File: config.mk
export PLATFORM = sky130hd
export DESIGN_NAME = ram_arb_2p
export DESIGN_NICKNAME = d
export VERILOG_FILES = /design/src/rtl/ram_arb_2p.sv
export SDC_FILE = /design/constraint.sdc
export NUM_CORES = 1
export LEC_CHECK = 0
export ABC_AREA = 1
export CAP_MARGIN = 20
export CORE_AREA = 2 2 82 84
export DETAILED_ROUTE_END_ITERATION = 6
export DIE_AREA = 0 0 84 86
export DONT_BUFFER_PORTS = 1
export PLACE_DENSITY_LB_ADDON = 0.3
export SYNTH_ARGS = -nofsm -noshare
export SYNTH_HDL_FRONTEND = slang
export SYNTH_SLANG_ARGS = --single-unit
export TNS_END_PERCENT = 30
File: constraint.sdc
create_clock -name clock -period 1 [get_ports clock]
set_clock_uncertainty 0.2 [all_clocks]
set_input_delay 0.15 -clock clock [delete_from_list [all_inputs] [get_ports clock]]
set_output_delay 0.15 -clock clock [all_outputs]
set_load 0.02 [all_outputs]
File: src/rtl/ram_arb_2p.sv
// Two-port arbiter in front of a single shared synchronous-read RAM.
// Define RAM_ARB_ROUND_ROBIN_EN for round-robin contention; default is fixed priority (port 0 wins).
module ram_arb_2p #(
    parameter int AWIDTH = 3,
    parameter int DWIDTH = 32
) (
    input  logic              clock,
    input  logic              reset_n,
    input  logic              req0,
    input  logic              req1,
    input  logic              we0,
    input  logic              we1,
    input  logic [AWIDTH-1:0] addr0,
    input  logic [AWIDTH-1:0] addr1,
    input  logic [DWIDTH-1:0] din0,
    input  logic [DWIDTH-1:0] din1,
    output logic              gnt0,
    output logic              gnt1,
    output logic              rvalid0,
    output logic              rvalid1,
    output logic [DWIDTH-1:0] rdata0,
    output logic [DWIDTH-1:0] rdata1,
    output logic [AWIDTH-1:0] ram_addr,
    output logic [DWIDTH-1:0] ram_din,
    output logic              ram_we,
    input  logic [DWIDTH-1:0] ram_dout
);

    logic [1:0]             w_req;
    logic [1:0]             w_we;
    logic [1:0]             w_gnt;
    logic [1:0]             w_rd;
    logic [1:0][AWIDTH-1:0] w_addr;
    logic [1:0][DWIDTH-1:0] w_din;
    logic [AWIDTH-1:0]      w_ram_addr;
    logic [DWIDTH-1:0]      w_ram_din;
    logic                   w_ram_we;
    logic [1:0]             r_rd_tag;

    assign w_req  = {req1, req0};
    assign w_we   = {we1, we0};
    assign w_addr = {addr1, addr0};
    assign w_din  = {din1, din0};

`ifdef RAM_ARB_ROUND_ROBIN_EN
    // r_last1 = 1 means port 1 was granted most recently, so port 0 wins the next tie.
    logic r_last1;

    always_ff @(posedge clock) begin
        if (!reset_n)
            r_last1 <= 1'b1;
        else if (|w_gnt)
            r_last1 <= w_gnt[1];
    end
`endif

    always_comb begin
        w_gnt = '0;
        if (reset_n) begin
            if (&w_req) begin
`ifdef RAM_ARB_ROUND_ROBIN_EN
                w_gnt = r_last1 ? 2'b01 : 2'b10;
`else
                w_gnt = 2'b01;
`endif
            end else begin
                w_gnt = w_req;
            end
        end
    end

    // One-hot grant, so OR-ing the masked port fields selects the winner.
    always_comb begin
        w_ram_addr = '0;
        w_ram_din  = '0;
        w_ram_we   = 1'b0;
        for (int p = 0; p < 2; p++) begin
            if (w_gnt[p]) begin
                w_ram_addr = w_ram_addr | w_addr[p];
                w_ram_din  = w_ram_din  | w_din[p];
                w_ram_we   = w_ram_we   | w_we[p];
            end
        end
    end

    assign w_rd = w_gnt & ~w_we;

    always_ff @(posedge clock) begin
        if (!reset_n)
            r_rd_tag <= 2'b00;
        else
            r_rd_tag <= w_rd;
    end

    assign gnt0     = w_gnt[0];
    assign gnt1     = w_gnt[1];
    assign ram_addr = w_ram_addr;
    assign ram_din  = w_ram_din;
    assign ram_we   = w_ram_we;

    // Gating with reset_n drops a read that was granted just before reset asserted.
    assign rvalid0  = r_rd_tag[0] & reset_n;
    assign rvalid1  = r_rd_tag[1] & reset_n;
    assign rdata0   = ram_dout;
    assign rdata1   = ram_dout;

endmodule

==> After elaboration in Yosys (flattened, before gate mapping) <==
Cells that the tools add are included.
{ "classes": {"n_bitwise": 7, "reduce_logical": 1, "n_mux": 8} }
{ "ops": {"columns": ["op", "count"], "rows": [
  ["2-to-1 mux 32 bit", 2],
  ["OR 32 bit", 1],
  ["2-to-1 mux 3 bit", 2],
  ["2-to-1 mux 2 bit", 2],
  ["OR 3 bit", 1],
  ["AND 1 bit", 2],
  ["AND 2 bit", 1],
  ["2-to-1 mux 1 bit", 2],
  ["NOT 2 bit", 1],
  ["AND reduction 2 bit", 1],
  ["OR 1 bit", 1]
]} }
{ "totals": {"inputBits": 108, "wordCells": 17, "ff_bits": 2} }

==> Logic depth before layout (Yosys ltp) <==
Gate-level depths: netlist of run 1.
{ "logic_depth": {"word_depth": 6, "depth_mapped": 5, "ltp_nobuf": 4} }

==> Least setup slack after synthesis of run 1 <==
No wires, ideal clock.
{ "synth_timing": {"path_type": "input -> output", "start": "input port req1", "end": "output port ram_din[10]", "path_slack_ns": -0.113, "cell_stages": 4, "t_required_ns": 0.650, "path_buffers": 2, "arrival_ns": 0.763, "path_cell_list": "buf_2 > buf_2 > nand4_1 > nand2_1"} }
{ "synth_via": {"elab_chain_len": 6} }
{ "synth_rtl": {"columns": ["element", "line", "rtl"], "rows": [
  ["from (decl)", "10", "input logic req1,"],
  ["AND reduction 2 bit", "60", "if (&w_req) begin"],
  ["2-to-1 mux 2 bit *", "60", null],
  ["2-to-1 mux 2 bit *", "59", "if (reset_n) begin"],
  ["2-to-1 mux 32 bit", "78", "if (w_gnt[p]) begin"],
  ["OR 32 bit", "80", "w_ram_din = w_ram_din | w_din[p];"],
  ["2-to-1 mux 32 bit *", "78", null],
  ["to (decl)", "24", "output logic [DWIDTH-1:0] ram_din,"]
]} }
Mark *: on every way between the ends. The rest lies on a longest branch, timed or not.

==> Worst setup path after layout of run 1 <==
{ "layout_timing": {"start": "register r_rd_tag[1]", "end": "output port rvalid1"} }
{ "layout_via": {"elab_chain_len": 1} }
{ "layout_rtl": {"columns": ["element", "line", "rtl"], "rows": [
  ["from (decl)", "38", "logic [1:0] r_rd_tag;"],
  ["from (signal assigned)", "92", "r_rd_tag <= w_rd;"],
  ["AND 1 bit", "103", "assign rvalid1 = r_rd_tag[1] & reset_n;"],
  ["to (decl)", "20", "output logic rvalid1,"]
]} }
No other way between the ends.

==> results of run 1 <==
## layer usage
| layer | wire length (um) | vias to the layer above | track usage (%) |
|---|---|---|---|
| li1 | - | 473 | - |
| met1 | 1490 | 493 | 8.93 |
| met2 | 2010 | 69 | 14.8 |
| met3 | 269 | 32 | 1.35 |
| met4 | 181 | 0 | 6.74 |
| met5 | 0 | - | 0 |
## cells in the final DEF, fill, tap and decap left out, drive strengths merged
cell | Yosys | layout
nor2 | 2 | 2
buf | 76 | 4
dlygate4sd3 | 0 | 4
nor3 | 1 | 1
clkbuf | 2 | 6
inv | 3 | 3
clkinv | 1 | 3
nand4 | 36 | 36
dfxtp | 2 | 2
nand2 | 76 | 76
## worst max path at each step
stage,start,cells after the start,endpoint,slack (ns)
floorplan,req0,4,ram_din[10],0.003
global placement,req0,4,ram_din[2],-0.08
detailed placement,req0,4,ram_din[1],-0.1
CTS,r_rd_tag[1],2,rvalid1,-0.02
global route,r_rd_tag[1],2,rvalid1,-0.04
finish,r_rd_tag[1],2,rvalid1,-0.004
## stage by stage
step | std cells | TNS, ns | utilization [%]
2_1_floorplan | 199 | 0 | -
3_3_place_gp | 202 | -2.18 | 12.9
3_5_place_dp | 202 | -2.94 | 12.9
4_1_cts | 208 | -0.0269 | 14.7
5_1_grt | 214 | -0.0888 | 16.6
6_report | 214 | -0.00431 | 16.6
## layout make-up
class | instances | share of cell area (%)
Timing Repair Buffer | 11 | 16.3
Timing Repair inverter | 2 | 2.40
Multi-Input combinational cell | 115 | 60.4
Sequential cell | 2 | 3.84
Clock buffer | 3 | 3.96
Inverter | 4 | 3.84
Tap cell | 77 | 9.24
## what timing repair did
action	CTS	global route
setup endpoints to repair	39	34
hold buffers	2	2
pin swaps	3	3
buffers inserted	0	0
hold endpoints to repair	2	2
gates cloned	1	4
resized for setup	12	4
## power by group through the flow
stage / registers [mW] / clock network, mW / logic [mW]
after floorplan: 0.0846 / 0 / 0.715
after global placement: 0.0847 / 0 / 0.319
after detailed placement: 0.0847 / 0 / 0.323
after CTS: 0.0837 / 0.329 / 0.352
after global routing: 0.0838 / 0.348 / 0.429
final: 0.0837 / 0.315 / 0.401
## worst max-delay path, cell delays in order (launching register included)
cell	delay, ns
dfxtp_1	0.29
nand2_1	0.05
inv_2	0.10
## kinds of logic (layout without fill, tap and decap cells)
kind of cell	after synthesis	count (layout)	share of synthesized area, %
buffers and inverters	82	20	50.6
flip-flops	2	2	3.51
AND/OR/NAND/NOR	115	115	45.9
==> metrics.md, run 1 <==
| Metric | Value |
|---|---|
| Logic pwr share | 50.2% |
| Post-DP Area | 812 sq um |
| Number of global-route vias before repair | 975 |
| Maximum capacitance violations | 0 |
| Largest net degree at the start of global routing | 41 |
| Total power | 799 uW |
| Primary FF master, synth | dfxtp_1 |
| Total track usage | 8.43% |
| Power share of the clock group | 39.4% |
| Die Footprint | 7220 sq um |
| Vias per Instance | 4.99 |
| CTS tree | built |
| FF+latch area | 40.0 sq um |
| Failing checks | hold timing, setup timing |
| Net Sw Frac | 41.7% |
| Top-count cell post-synth | nand2_1 |
| Leakage power | 0.459 nW |
| H-Tree Depth | 1 |
| Synth Instances | 199 |
| Final Setup Violations | 1 |
| Gr ovfl total | 0 |
| CTS Buf Count | 3 |
| PortBufs | 0 |
| Hold path depth | 2 |
| Post-route ant nets | 0 |
| Die Span X | 84 um |
| Post-Syn Nets | 307 |
| Clock root buffer | clkbuf_8 |
| Clock Tree Buf Depth | 2 |
| Worst hold endpoint | r_rd_tag[1] |
| Max FFs per register | 2 |
| Final design instance area without fill | 1040 sq um |
| Multi-input logic area | 629 sq um |
| # DRC | 0 |
| Chip height | 86 um |
| Crit. End Element | output port |
| Fmax | 0.996 GHz |
| Setup ws final | -0.00431 ns |
| Initial core utilization | 18.2% |
| Slew headroom | 88.7% |
| VDD IR max | 201 uV |
| Startpoint Class | flop |
| Initial DRC Count | 31 |
| CP max FO | 1 |
| CP arrival | 0.65 ns |
| Max-slew violation count | 0 |
| CP Class | reg -> out |
| Avg Cell Area, Syn | 5.73 sq um |
| Share of cells above drive strength 1 | 38.7% |
| RD Place Congestion | 0.682 |
| Layout area overhead | -8.56% |
| Cell taking the most area after synthesis | buf_4 |
| Yosys warns | 0 |
| Final #Nets | 247 |
| Fin Hold WS | -0.0907 ns |
| Final Hold Vio Count | 1 |
| Fill cells | 698 |
| FP Rows | 29 |
| Via count | 1067 |
| Min-delay src | reset_n |
| Synth Cell Area | 1140 sq um |
| Status | finished with violations |
| IO Count | 212 |
| Drt total wl | 3960 um |
| Top cells by instance count after synthesis | nand2_1, buf_4, nand4_1 |
| First-pass GRT wire length | 4880 um |
| Fin crit share | 100% |
| Seq pwr share | 10.5% |
| Clk slew on worst S/H paths | 0.03 ns |
| DR WL/cell | 18.5 um |
| Most flops, register | r_rd_tag |
| Post-placement setup slack | -0.0953 ns |
| Final HPWL DP | 2320 um |
| Initial antenna violation count | 0 |
| Slew @ Worst Pin | 0.169 ns |
| PwrDens | 767 nW/um^2 |
| Number of synthesized flops with an enable pin | 0 |
| Async SR Flop Fraction | 0% |
| Area contributors post-synth | buf_4, nand2_1, nand4_1 |
| Worst Path Required | 0.65 ns |
| # diodes | 0 |
| Hold Crit Class | in -> reg |
| Cell-internal power | 466 uW |
| Distinct cells, synth | 11 |
| Synth Register Bits | 2 |
| Largest regs | r_rd_tag x2 |
| Register area share after synthesis | 3.51% |
| CORE AREA | 6280 sq um |
| Clock sinks | 2 |
| Post-synth top area share | 45.4% |
| Drt first pass iters | 4 |
| Tmin final | 1.00 ns |
| RSZ-0062 raised after global routing | yes |
| Psw | 333 uW |
(Power assumes the default switching activity.)
==> inputs of run 2 (changes only) <==
--- a/config.mk
+++ b/config.mk
@@ -6,7 +6,6 @@
 export NUM_CORES = 1
 export LEC_CHECK = 0
 export ABC_AREA = 1
-export CAP_MARGIN = 20
 export CORE_AREA = 2 2 82 84
 export DETAILED_ROUTE_END_ITERATION = 6
 export DIE_AREA = 0 0 84 86
==> results of run 2 <==
No change in the layout: final DEF, timing and power equal those of run 1.
